## config.mk

```make
export PLATFORM = sky130hd
export DESIGN_NAME = ram_fetch_ctrl_flat
export DESIGN_NICKNAME = d
export VERILOG_FILES = /design/src/rtl/ram_fetch_ctrl_if.sv /design/src/rtl/ram_fetch_ctrl.sv /design/src/flat_wrapper.sv
export SDC_FILE = /design/constraint.sdc
export NUM_CORES = 1
export LEC_CHECK = 0
export ABC_AREA = 1
export BUFFER_PORTS_ARGS = -buffer_cell sky130_fd_sc_hd__buf_2
export CORE_MARGIN = 1.5
export CORE_UTILIZATION = 36
export DETAILED_ROUTE_END_ITERATION = 16
export GPL_TIMING_DRIVEN = 1
export PLACE_DENSITY = 0.61
export REMOVE_ABC_BUFFERS = 1
export SLEW_MARGIN = 25
export SYNTH_ARGS = -nofsm -noshare
export SYNTH_HDL_FRONTEND = slang
export SYNTH_SLANG_ARGS = --single-unit
```

## constraint.sdc

```tcl
create_clock -name i_clk -period 5.4 [get_ports i_clk]
set_clock_uncertainty 0.15 [all_clocks]
set_input_delay 1.35 -clock i_clk [delete_from_list [all_inputs] [get_ports i_clk]]
set_output_delay 1.35 -clock i_clk [all_outputs]
set_load 0.01 [all_outputs]
```

## src/rtl/ram_fetch_ctrl_if.sv

```systemverilog
// Bundle that connects the fetch sequencer to the frame-word RAM read port
// and to the downstream valid/ready word stream.
interface ram_fetch_ctrl_if #(
    parameter int ADDR_W = 12,
    parameter int DATA_W = 36
);
    logic              o_ram_request;
    logic [ADDR_W-1:0] o_ram_addr;
    logic [DATA_W-1:0] i_ram_data;
    logic [DATA_W-1:0] o_data;
    logic              o_last;
    logic              o_valid;
    logic              i_ready;

    modport master (
        output o_ram_request,
        output o_ram_addr,
        input  i_ram_data,
        output o_data,
        output o_last,
        output o_valid,
        input  i_ready
    );

    modport slave (
        input  o_ram_request,
        input  o_ram_addr,
        output i_ram_data,
        input  o_data,
        input  o_last,
        input  o_valid,
        output i_ready
    );
endinterface

```

## src/rtl/ram_fetch_ctrl.sv

```systemverilog
// Streams frame words 0..LAST_ADDR out of a registered-read RAM into a
// 2-entry output buffer, with single-frame or wrap-around scanning.
module ram_fetch_ctrl #(
    parameter int ADDR_W    = 12,
    parameter int DATA_W    = 36,
    parameter int LAST_ADDR = 3200
) (
    input  logic             i_clk,
    input  logic             i_rst_n,
    input  logic             i_start,
    input  logic             i_stop,
    input  logic             i_continuous,
    output logic             o_busy,
    output logic             o_frame_done,
    ram_fetch_ctrl_if.master bus
);

    typedef enum logic [1:0] {
        ST_IDLE  = 2'd0,
        ST_FETCH = 2'd1,
        ST_DRAIN = 2'd2
    } state_t;

    localparam logic [ADDR_W-1:0] LAST = ADDR_W'(LAST_ADDR);

    state_t            state_reg, state_next;
    logic [ADDR_W-1:0] addr_reg, addr_next;
    logic              inflight_reg, inflight_next;
    logic              inflight_last_reg, inflight_last_next;
    logic              frame_done_reg;

    logic       wr_ptr_reg, rd_ptr_reg;
    logic [1:0] count_reg;

    logic       head_last;
    logic       valid;
    logic       pop;
    logic       push_en;
    logic       issue;
    logic       at_last;
    logic [2:0] pending;

    // Words owed to the buffer after this edge: held + in flight - leaving.
    assign valid   = (count_reg != 2'd0);
    assign pop     = valid & bus.i_ready;
    assign push_en = inflight_reg & ~i_stop;
    assign pending = {1'b0, count_reg} + {2'b00, inflight_reg} - {2'b00, pop};
    assign issue   = (state_reg == ST_FETCH) && (pending < 3'd2);
    assign at_last = (addr_reg == LAST);

    always_ff @(posedge i_clk or negedge i_rst_n) begin
        if (!i_rst_n) begin
            state_reg         <= ST_IDLE;
            addr_reg          <= '0;
            inflight_reg      <= 1'b0;
            inflight_last_reg <= 1'b0;
        end else begin
            state_reg         <= state_next;
            addr_reg          <= addr_next;
            inflight_reg      <= inflight_next;
            inflight_last_reg <= inflight_last_next;
        end
    end

    always_comb begin
        state_next         = state_reg;
        addr_next          = addr_reg;
        inflight_next      = issue;
        inflight_last_next = issue ? at_last : inflight_last_reg;

        case (state_reg)
            ST_IDLE: begin
                if (i_start) begin
                    state_next = ST_FETCH;
                    addr_next  = '0;
                end
            end
            ST_FETCH: begin
                if (issue) begin
                    if (at_last) begin
                        if (i_continuous) begin
                            addr_next = '0;
                        end else begin
                            state_next = ST_DRAIN;
                        end
                    end else begin
                        addr_next = addr_reg + ADDR_W'(1);
                    end
                end
            end
            ST_DRAIN: begin
                if (!inflight_reg && (count_reg == 2'd0)) begin
                    state_next = ST_IDLE;
                end
            end
            default: begin
                state_next = ST_IDLE;
            end
        endcase

        // Stop overrides everything, including a start in the same cycle.
        if (i_stop) begin
            state_next    = ST_IDLE;
            addr_next     = '0;
            inflight_next = 1'b0;
        end
    end

    always_ff @(posedge i_clk or negedge i_rst_n) begin
        if (!i_rst_n) begin
            wr_ptr_reg <= 1'b0;
            rd_ptr_reg <= 1'b0;
            count_reg  <= 2'd0;
        end else if (i_stop) begin
            wr_ptr_reg <= 1'b0;
            rd_ptr_reg <= 1'b0;
            count_reg  <= 2'd0;
        end else begin
            wr_ptr_reg <= wr_ptr_reg ^ push_en;
            rd_ptr_reg <= rd_ptr_reg ^ pop;
            count_reg  <= count_reg + {1'b0, push_en} - {1'b0, pop};
        end
    end

    generate
        for (genvar gi = 0; gi < 2; gi++) begin : g_slot
            localparam logic SLOT = 1'(gi);
            logic [DATA_W-1:0] data_reg;
            logic              last_reg;

            always_ff @(posedge i_clk or negedge i_rst_n) begin
                if (!i_rst_n) begin
                    data_reg <= '0;
                    last_reg <= 1'b0;
                end else if (push_en && (wr_ptr_reg == SLOT)) begin
                    data_reg <= bus.i_ram_data;
                    last_reg <= inflight_last_reg;
                end
            end
        end
    endgenerate

    assign head_last = rd_ptr_reg ? g_slot[1].last_reg : g_slot[0].last_reg;

    always_ff @(posedge i_clk or negedge i_rst_n) begin
        if (!i_rst_n) begin
            frame_done_reg <= 1'b0;
        end else begin
            frame_done_reg <= pop & head_last & ~i_stop;
        end
    end

    assign bus.o_ram_request = issue;
    assign bus.o_ram_addr    = addr_reg;
    assign bus.o_data        = rd_ptr_reg ? g_slot[1].data_reg : g_slot[0].data_reg;
    assign bus.o_last        = head_last;
    assign bus.o_valid       = valid;
    assign o_busy            = (state_reg != ST_IDLE);
    assign o_frame_done      = frame_done_reg;

endmodule

```

## src/flat_wrapper.sv

```systemverilog
// flat-port wrapper written by rule: the top's interface ports become plain ports
module ram_fetch_ctrl_flat 
#(
    parameter int ADDR_W    = 12,
    parameter int DATA_W    = 36,
    parameter int LAST_ADDR = 3200
)
  (i_clk, i_rst_n, i_start, i_stop, i_continuous, o_busy, o_frame_done, bus_o_ram_request, bus_o_ram_addr, bus_i_ram_data, bus_o_data, bus_o_last, bus_o_valid, bus_i_ready);
  ram_fetch_ctrl_if #(.ADDR_W(ADDR_W), .DATA_W(DATA_W)) bus_i ();
  input  logic i_clk;
  input  logic i_rst_n;
  input  logic i_start;
  input  logic i_stop;
  input  logic i_continuous;
  output logic o_busy;
  output logic o_frame_done;
  output wire logic [$bits(bus_i.o_ram_request)-1:0] bus_o_ram_request;
  output wire logic [$bits(bus_i.o_ram_addr)-1:0] bus_o_ram_addr;
  input wire logic [$bits(bus_i.i_ram_data)-1:0] bus_i_ram_data;
  output wire logic [$bits(bus_i.o_data)-1:0] bus_o_data;
  output wire logic [$bits(bus_i.o_last)-1:0] bus_o_last;
  output wire logic [$bits(bus_i.o_valid)-1:0] bus_o_valid;
  input wire logic [$bits(bus_i.i_ready)-1:0] bus_i_ready;
  assign bus_o_ram_request = bus_i.o_ram_request;
  assign bus_o_ram_addr = bus_i.o_ram_addr;
  assign bus_i.i_ram_data = bus_i_ram_data;
  assign bus_o_data = bus_i.o_data;
  assign bus_o_last = bus_i.o_last;
  assign bus_o_valid = bus_i.o_valid;
  assign bus_i.i_ready = bus_i_ready;
  ram_fetch_ctrl #(.ADDR_W(ADDR_W), .DATA_W(DATA_W), .LAST_ADDR(LAST_ADDR)) u_core (.i_clk(i_clk), .i_rst_n(i_rst_n), .i_start(i_start), .i_stop(i_stop), .i_continuous(i_continuous), .o_busy(o_busy), .o_frame_done(o_frame_done), .bus(bus_i));
endmodule
```

==> summary.md, run 1 <==
| Metric | Value |
|---|---|
| # diodes | `0` |
| Commonest non-fill, non-tap cell in the layout | `nand2_1` |
| Gpl congestion | `0.850` |
| DP Worst Slack | `1.13 ns` |
| DR WL/cell | `12.3 um` |
| Hpwl dp | `6490 um` |
| WS Path Type | `in -> out` |
| # DRC | `0` |
| CTS max path bufs | `2` |
| Setup repair bufs after CTS | `0` |
| Worst Max-Slew Pin Slew | `0.901 ns` |
| ANT nets after route | `0` |
| Starting DRT DRC Count | `165` |
| Die height | `116 um` |
| Internal power | `1.77 mW` |
| CP Data Arrival Time | `2.76 ns` |
| Crit path max fanout | `5` |
| Sw Pwr | `0.988 mW` |
| Yosys cell types | `28` |
| Cells on worst reg2reg path | `16` |
| Gate power share | `34.3%` |
| TritonRoute pass-1 iters | `4` |
| TNS Setup | `0 ns` |
| Tcrit/Tclk final | `78.9%` |
| Worst EP required | `3.90 ns` |
| Initial antenna violation count | `0` |
| Layout cells sized above 1 | `26.3%` |
| Clock root buffer | `clkbuf_16` |
| Vias in the first global route | `3465` |
| IO Count | `95` |
| Post-synthesis cell count | `525` |
| Met3 routed WL | `501 um` |
| Worst r2r dst | `u_core.bus.o_ram_addr[7]` |
| Overall power | `2.76 mW` |
| I/O Buffers | `94` |
| Fin crit period | `4.26 ns` |
| Max reg flops | `72` |
| Clock-pin slew on the worst setup and hold paths | `0.06 ns` |
| VDD IR-drop max | `0.349 mV` |
| Vias | `3673` |
| Sequential power share | `42.6%` |
| Slew margin rel. | `39.9%` |
| Starting density of the core | `36.6%` |
| Worst setup endpoint | `bus_o_ram_request` |
| # H-tree levels | `3` |
| Setup crit end kind | `primary output` |
| Unrepaired setup endpoints after global routing | `false` |
| Global-route wire length before repair | `16000 um` |
| Row count | `41` |
| Die W | `116 um` |
| Total wire length | `9650 um` |
| Total CTS buffers | `9` |
| Hold WS | `0.357 ns` |
| Clock Latency Late Sink | `0.34 ns` |
| Hold Crit Class | `reg -> reg` |
| Critical Path Source | `bus_i_ready` |
| Synthesized flop and latch total | `95` |
| Power per standard cell area | `503 nW/um2` |
| Via/cell ratio | `4.68` |
| Synth Warn # | `0` |
| Leak pwr | `2.75 nW` |
| Sw Share | `35.8%` |
| Max Cap Viol | `0` |
| Fillers | `1262` |
| Syn Area/Cell | `8.73 um2` |
| R2R Setup Slk | `2.48 ns` |
| Reg2reg start | `u_core.count_reg[1]` |
| Fin nets | `656` |
| # hold bufs at CTS | `0` |
| Area of the mapped netlist | `4580 um2` |
| Fin. max-slew vios | `0` |
| Final setup viols | `0` |
| All-layer global routing usage | `15.2%` |
| Worst setup SP type | `input pin` |
| Max Clk Rate | `235 MHz` |
| Final hold viol count | `0` |
| CTS tree | `yes` |
| Clk sink count | `95` |
| Post-CTS sizing | `0` |
| Sequential share of the synthesized area | `51.9%` |
| Met1 wire length | `4540 um` |
| Die area | `13400 um2` |
| Most frequent cells in the layout | `126 x nand2_1, 94 x dfrtp_1, 93 x buf_2, 77 x o21ai_0, 67 x inv_1` |
| Largest net degree at the start of global routing | `77` |
| Core area | `12500 um2` |
| Worst setup margin | `1.14 ns` |
| Area growth syn-to-layout | `19.7%` |
| WL met2 | `4540 um` |
| Clock network fraction of design power | `23.1%` |
| Status | `finished clean` |
| Top sig layer | `met4` |
| Overflow after GRT | `0` |
-- per-stage QoR --
| step | area, um2 | instances | util (%) |
|---|---|---|---|
| floorplan | 4470 | 500 | - |
| global placement | 5170 | 768 | 41.3 |
| detailed placement | 5180 | 768 | 41.4 |
| CTS | 5470 | 784 | 43.7 |
| global route | 5480 | 784 | 43.8 |
| finish | 5480 | 784 | 43.8 |
-- Yosys cell counts (all sizes together) --
| master | count | share of area, % |
|---|---|---|
| dfrtp | 95 | 52 |
| mux2 | 37 | 9.1 |
| nand3 | 21 | 2.4 |
| or2 | 1 | 0.14 |
| xnor2 | 2 | 0.38 |
| nor3 | 2 | 0.22 |
| o21ai | 85 | 9.3 |
| clkbuf | 17 | 1.4 |
| nor2 | 39 | 3.6 |
| ha | 6 | 1.6 |
| a21oi | 1 | 0.11 |
| a211oi | 1 | 0.16 |
| nor4 | 2 | 0.27 |
| inv | 69 | 5.7 |
| fa | 1 | 0.44 |
| nand2 | 129 | 11 |
| nand4 | 5 | 0.68 |
| a21o | 1 | 0.16 |
| buf | 8 | 1.1 |
| xor2 | 3 | 0.57 |
-- layout make-up --
cell class | instances | area (um2) | share of cell area, %
Multi-Input combinational cell | 336 | 1840 | 33.6
Inverter | 69 | 259 | 4.72
Clock buffer | 10 | 229 | 4.18
Timing Repair Buffer | 96 | 488 | 8.90
Tap cell | 172 | 215 | 3.93
Sequential cell | 95 | 2380 | 43.4
Clock inverter | 6 | 66.3 | 1.21
-- kinds of logic (layout without fill, tap and decap cells) --
| kind of cell | count (synthesis) | count (layout) | synth area share (%) |
|---|---|---|---|
| xor+xnor | 5 | 5 | 0.956 |
| compound gates | 88 | 88 | 9.72 |
| flops | 95 | 95 | 51.9 |
| buf+inv | 94 | 181 | 8.17 |
| mux | 37 | 37 | 9.10 |
| simple gates | 199 | 199 | 18.1 |
| fa+ha+maj | 7 | 7 | 2.08 |
-- layer usage --
metal	vias up	global-route usage, %
li1	1833	-
met1	1754	19.1
met2	78	25.4
met3	8	4.76
met4	0	3.74
met5	-	0
-- power groups by stage --
stage / clock, mW / sequential, mW / combinational [mW]
after floorplan: 0 / 1.14 / 0.622
after global placement: 0 / 1.18 / 0.934
after detailed placement: 0 / 1.19 / 0.961
after CTS: 0.666 / 1.18 / 0.963
after global routing: 0.693 / 1.22 / 1.08
final: 0.637 / 1.18 / 0.947
-- critical path, cell delays in order --
cell and delay, ns:
buf_2 0.10, nand2_1 0.12, inv_1 0.10, nor2_1 0.08, o21ai_0 0.09, fa_1 0.49, inv_1 0.05, nor2_2 0.11
nand2_2 0.10, inv_1 0.06, buf_2 0.12
-- how the worst min path moves through the flow --
stage | startpoint | to | slack, ns | cells past startpoint
6_report | u_core.g_slot[1].data_reg[32] | u_core.g_slot[1].data_reg[32] | 0.36 | 1
5_1_grt | u_core.g_slot[1].data_reg[23] | u_core.g_slot[1].data_reg[23] | 0.36 | 1
4_1_cts | u_core.g_slot[1].data_reg[23] | u_core.g_slot[1].data_reg[23] | 0.36 | 1
3_5_place_dp | u_core.g_slot[1].data_reg[23] | u_core.g_slot[1].data_reg[23] | 0.35 | 1
3_3_place_gp | u_core.g_slot[1].data_reg[19] | u_core.g_slot[1].data_reg[19] | 0.34 | 1
2_1_floorplan | u_core.inflight_last_reg | u_core.g_slot[1].last_reg | 0.32 | 2
Note: power is estimated with default switching activity, not from simulation.
==> run 2, diff against run 1 <==
PLACE_DENSITY = 0.64   (was 0.61)
clock period = 3.6 ns   (was 5.4 ns; I/O delays follow)
==> run 2 against run 1 <==
Critical path depth increased by 1; sequential cell count unchanged; total power increased by 50%; routed wire length increased by 1.9%; setup slack got worse by 0.94 ns; sequential power increased by 46%; clock-buffer cell count decreased by 1; combinational power increased by 57%; critical path type is now reg -> out; highest routed layer unchanged.
==> summary.md, run 2 (synthesis results as in run 1) <==
| Metric | Value |
|---|---|
| Worst setup SP type | `flop` |
| Reg2reg start | `u_core.count_reg[1]` |
| Clock-pin slew on the worst setup and hold paths | `0.06 ns` |
| Setup crit end kind | `primary output` |
| Row count | `41` |
| Busiest grt layer | `met2` |
| Sequential power share | `41.6%` |
| # hold bufs at CTS | `0` |
| Worst path cell trace | `nor2_1 > inv_1 > nand2_1 > inv_1 > nor2_1 > o21ai_0 > fa_1 > inv_1 > nor2_2 > nand2_2 > inv_1 > buf_2` |
| DR WL/cell | `12.5 um` |
| Overflow after GRT | `0` |
| ANT nets after route | `0` |
| Clock network fraction of design power | `22.4%` |
| Tcrit/Tclk final | `94.6%` |
| Slowest-stage cell, CP | `fa_1` |
| Vias in the first global route | `3457` |
| Gpl congestion | `0.821` |
| TNS Setup | `0 ns` |
| I/O Buffers | `94` |
| Final hold viol count | `0` |
| Fillers | `1243` |
| Clock root buffer | `clkbuf_16` |
| Hold Crit Class | `reg -> reg` |
| Total CTS buffers | `9` |
| Hold Path End | `u_core.g_slot[1].data_reg[1]` |
| Met3 Use GR | `3.82%` |
| Global-route wire length before repair | `16000 um` |
| TritonRoute pass-1 iters | `4` |
| Final Util | `44.0%` |
| # DRC | `0` |
| Fin. max-slew vios | `0` |
| R2R Setup Slk | `0.69 ns` |
| VDD IR-drop max | `0.410 mV` |
| Worst hold stages | `1` |
| Area growth syn-to-layout | `20.2%` |
| CTS max path bufs | `2` |
| Commonest non-fill, non-tap cell in the layout | `nand2_1` |
| Instance area after placement | `5220 um2` |
| Clock Latency Late Sink | `0.34 ns` |
| Gate power share | `36.1%` |
| Setup repair bufs after CTS | `0` |
| Core area | `12500 um2` |
| Via/cell ratio | `4.69` |
| Post-CTS sizing | `0` |
| Die area | `13400 um2` |
| Slew margin rel. | `62.0%` |
| Overall power | `4.14 mW` |
| Leak pwr | `2.76 nW` |
| Crit-path max cell delay | `0.50 ns` |
| # diodes | `0` |
| Area of the multi-input gates | `1830 um2` |
| WS Path Type | `reg -> out` |
| Sw Share | `35.7%` |
| IO Count | `95` |
| Die height | `116 um` |
| Sw Pwr | `1.48 mW` |
| Most frequent cells in the layout | `126 x nand2_1, 94 x dfrtp_1, 93 x buf_2, 77 x o21ai_0, 67 x inv_1` |
| Internal power | `2.67 mW` |
| Crit path max fanout | `5` |
| Vias | `3682` |
| Cell mode on critical path | `inv_1` |
| Hold WS | `0.356 ns` |
| Worst r2r dst | `u_core.bus.o_ram_addr[11]` |
| Starting density of the core | `36.6%` |
| Layout cells sized above 1 | `26.6%` |
| Cells on worst reg2reg path | `16` |
| Hold Startpoint | `u_core.g_slot[1].data_reg[1]` |
| Design Area, Final | `5510 um2` |
| CP Data Arrival Time | `2.36 ns` |
| Unrepaired setup endpoints after global routing | `false` |
| Hpwl dp | `6830 um` |
| Clk sink count | `95` |
| GR Util met1 | `19.5%` |
| Met2 usage | `24.9%` |
| Starting DRT DRC Count | `232` |
| Initial antenna violation count | `0` |
| Max Cap Viol | `0` |
| Max reg flops | `72` |
| Worst EP required | `2.55 ns` |
| Flip-flop and latch area | `2380 um2` |
| Die W | `116 um` |
| Fin crit period | `3.41 ns` |
| Power per standard cell area | `752 nW/um2` |
| # H-tree levels | `3` |
| All-layer global routing usage | `15.2%` |
| CTS tree | `yes` |
| Fin nets | `659` |
| Worst Max-Slew Pin Slew | `0.570 ns` |
| Largest net degree at the start of global routing | `54` |
| Final setup viols | `0` |
| Total wire length | `9830 um` |
| Status | `finished clean` |
| Max Clk Rate | `294 MHz` |
==> run 2: through the flow <==
step | worst slack (ns) | cells
floorplan | 0.503 | 500
global placement | 0.279 | 771
detailed placement | 0.231 | 771
CTS | 0.184 | 785
global route | 0.0287 | 785
finish | 0.194 | 785
==> run 2: routing by layer <==
layer / up-vias / routed length, um
met1: 1737 / 4560
met3: 11 / 651
met5: - / 0
met4: 0 / 126
li1: 1826 / -
met2: 108 / 4490
==> run 2: worst max-delay path, delay by kind of cell (launching register included) <==
kind | cells | cell delay [ns]
flops | 1 | 0.45
buf+inv | 5 | 0.40
fa+ha+maj | 1 | 0.50
simple gates | 5 | 0.56
compound gates | 1 | 0.10
==> run 2: power groups by stage <==
| stage | sequential (mW) | combinational, mW | clock, mW |
|---|---|---|---|
| 2_1_floorplan | 1.71 | 0.933 | 0 |
| 3_3_place_gp | 1.72 | 1.47 | 0 |
| 3_5_place_dp | 1.75 | 1.52 | 0 |
| 4_1_cts | 1.73 | 1.52 | 0.970 |
| 5_1_grt | 1.78 | 1.70 | 1.01 |
| 6_report | 1.72 | 1.49 | 0.926 |
==> run 2: worst max-delay path by stage <==
stage                         from                 to  slack, ns
3_3_place_gp           bus_i_ready  bus_o_ram_request       0.28
6_report       u_core.count_reg[1]  bus_o_ram_request       0.19
3_5_place_dp           bus_i_ready  bus_o_ram_request       0.23
5_1_grt        u_core.count_reg[1]  bus_o_ram_request       0.03
4_1_cts        u_core.count_reg[1]  bus_o_ram_request       0.18
2_1_floorplan          bus_i_ready  bus_o_ram_request       0.50
==> run 2: layout make-up <==
type | count | area share (%)
flip-flops and latches | 95 | 43.2
multi-input cells | 336 | 33.3
repair buffers | 99 | 9.72
inverters | 69 | 4.70
clock buffers | 9 | 4.09
well taps | 172 | 3.91
clock inverters | 5 | 1.09
==> run 3, diff against run 2 <==
CORE_UTILIZATION = 49   (was 36)
PLACE_DENSITY = 0.8   (was 0.64)
clock period = 2.85 ns   (was 3.6 ns; I/O delays follow)
==> run 3 against run 2 <==
The run now ends with negative setup slack left; clock-buffer cell count increased by 1; first-iteration DRC count decreased by 37%; final area increased by 2.4%; combinational power increased by 59%; total power increased by 28%; cell count decreased by 4.2%; global-route usage increased by 7.0 points; critical path depth unchanged; hold slack got worse by 0.17 ns; non-clock buffer count increased by 26; critical path type unchanged; largest power group is now combinational logic.
==> summary.md, run 3 (synthesis results as in run 1) <==
| Metric | Value |
|---|---|
| Status | `complete, but fails checks` |
| Failing checks | `negative setup slack` |
| Worst Max-Slew Pin Slew | `0.546 ns` |
| Cells on worst reg2reg path | `18` |
| DR WL/cell | `14.6 um` |
| Final hold viol count | `0` |
| Design Area, Final | `5640 um2` |
| Unrepaired setup endpoints after global routing | `true` |
| DP Worst Slack | `-0.0648 ns` |
| Instance area after placement | `5260 um2` |
| VDD IR-drop max | `0.660 mV` |
| Final Instance Count excl. Fillers | `752` |
| Tcrit/Tclk final | `107%` |
| Overflow after GRT | `0` |
| Worst setup margin | `-0.207 ns` |
| Leak pwr | `2.86 nW` |
| Slew margin rel. | `63.6%` |
| Hpwl dp | `7240 um` |
| Gpl congestion | `0.841` |
| # diodes | `0` |
| Starting density of the core | `50.0%` |
| Commonest non-fill, non-tap cell in the layout | `nand2_1` |
| Vias in the first global route | `3789` |
| Total wire length | `11000 um` |
| IO Count | `95` |
| # DRC | `0` |
| Most frequent cells in the layout | `122 x nand2_1, 94 x dfrtp_1, 91 x buf_2, 76 x o21ai_0, 64 x inv_1` |
| Crit-path max cell delay | `0.52 ns` |
| Layout cells sized above 1 | `31.7%` |
| Area growth syn-to-layout | `23.1%` |
| Clock root buffer | `clkbuf_8` |
| CP Data Arrival Time | `2.19 ns` |
| Global-route wire length before repair | `17700 um` |
| Core area | `9150 um2` |
| Clock Latency Late Sink | `0.36 ns` |
| Worst path cell trace | `nor2_2 > inv_2 > nand2_4 > inv_4 > nor2_4 > o21ai_2 > fa_1 > inv_1 > nor2_2 > nand2_2 > inv_2 > buf_6` |
| Critical Path Source | `u_core.count_reg[0]` |
| Die height | `99.7 um` |
| Row count | `35` |
| Total CTS buffers | `9` |
| Total placed cells including tap cells | `720` |
| Worst r2r dst | `u_core.bus.o_ram_addr[11]` |
| Reg2reg start | `u_core.count_reg[0]` |
| Final Util | `61.6%` |
| Setup crit end kind | `primary output` |
| TritonRoute pass-1 iters | `4` |
| Die W | `99.7 um` |
| Starting DRT DRC Count | `147` |
| CTS max path bufs | `2` |
| Fin nets | `685` |
| WS Path Type | `reg -> out` |
| # H-tree levels | `3` |
| CTS tree | `yes` |
| Crit path max fanout | `3` |
| Initial antenna violation count | `0` |
| ANT nets after route | `0` |
| Max Clk Rate | `327 MHz` |
| Max reg flops | `72` |
| Worst EP required | `1.99 ns` |
| Fillers | `766` |
| Fin crit period | `3.06 ns` |
| R2R Setup Slk | `0.04 ns` |
| Slowest-stage cell, CP | `fa_1` |
| Largest net degree at the start of global routing | `71` |
| All-layer global routing usage | `22.2%` |
| Clk sink count | `95` |
| Via/cell ratio | `5.24` |
| I/O Buffers | `94` |
| Hold Crit Class | `in -> async` |
| Clock-pin slew on the worst setup and hold paths | `0.10 ns` |
| Power per standard cell area | `942 nW/um2` |
| Die area | `9940 um2` |
| Fin. max-slew vios | `0` |
| Max Cap Viol | `0` |
| Vias | `3943` |
| Worst setup SP type | `flop` |
| Final setup viols | `2` |
-- run 3: cell count changes in the layout (fill, tap and decap cells not counted), sizes merged --
cell      change
buf          +26
bufinv        -1
clkinvlp      +2
clkbuf        +1
-- run 3: worst max-delay path by stage --
stage | end | slack, ns
floorplan | u_core.g_slot[0].last_reg | 0.11
global placement | bus_o_ram_request | 0.001
detailed placement | bus_o_ram_request | -0.06
CTS | bus_o_ram_request | -0.19
global route | bus_o_ram_request | -0.29
finish | bus_o_ram_request | -0.21
-- run 3: what timing repair did --
item / in CTS / in global routing
gates resized for setup: 9 / 17
hold buffers: 0 / 0
endpoints found under the hold margin: 0 / 0
pin swaps: 7 / 7
setup endpoints to repair: 1 / 16
buffers inserted: 16 / 5
-- run 3: power breakdown --
part           switching [mW]  internal (mW)
clock                   0.476          0.320
combinational            1.29           1.08
sequential              0.248           1.90
total                    2.02           3.30
-- run 3: final cells by class --
type                       instances  area (um2)  share of cell area, %
clock inverter                     6        45.0                  0.799
sequential                        95        2380                   42.2
inverter                          69         262                   4.64
clock buffer                      10         128                   2.26
timing repair buffer             125         792                   14.0
tap                              111         139                   2.46
multi-input combinational        336        1900                   33.6
-- run 3: metrics by stage --
step / TNS (ns) / total power [mW] / hold slack (ns)
final: -0.279 / 5.31 / 0.184
after global routing: -0.598 / 5.72 / 0.211
after CTS: -0.791 / 5.26 / 0.188
after detailed placement: -0.0984 / 4.24 / 0.345
after global placement: 0 / 4.10 / 0.339
after floorplan: 0 / 3.34 / 0.267
-- run 3: routing by layer --
metal	wire length (um)	GRT usage [%]	share of wire [%]	up-vias
met5	0	0	0	-
met4	176	6.93	1.6	0
met3	666	3.58	6.1	16
met2	5330	38.1	49	129
met1	4780	29.0	44	1907
li1	-	-	-	1891
-- run 3: critical path, delay by kind of cell (launching register included) --
kind	cells	cell delay, ns
and+or+nand+nor	5	0.50
buffers and inverters	5	0.36
AOI/OAI and AO/OA	1	0.06
adders and majority gates	1	0.52
DFF	1	0.40
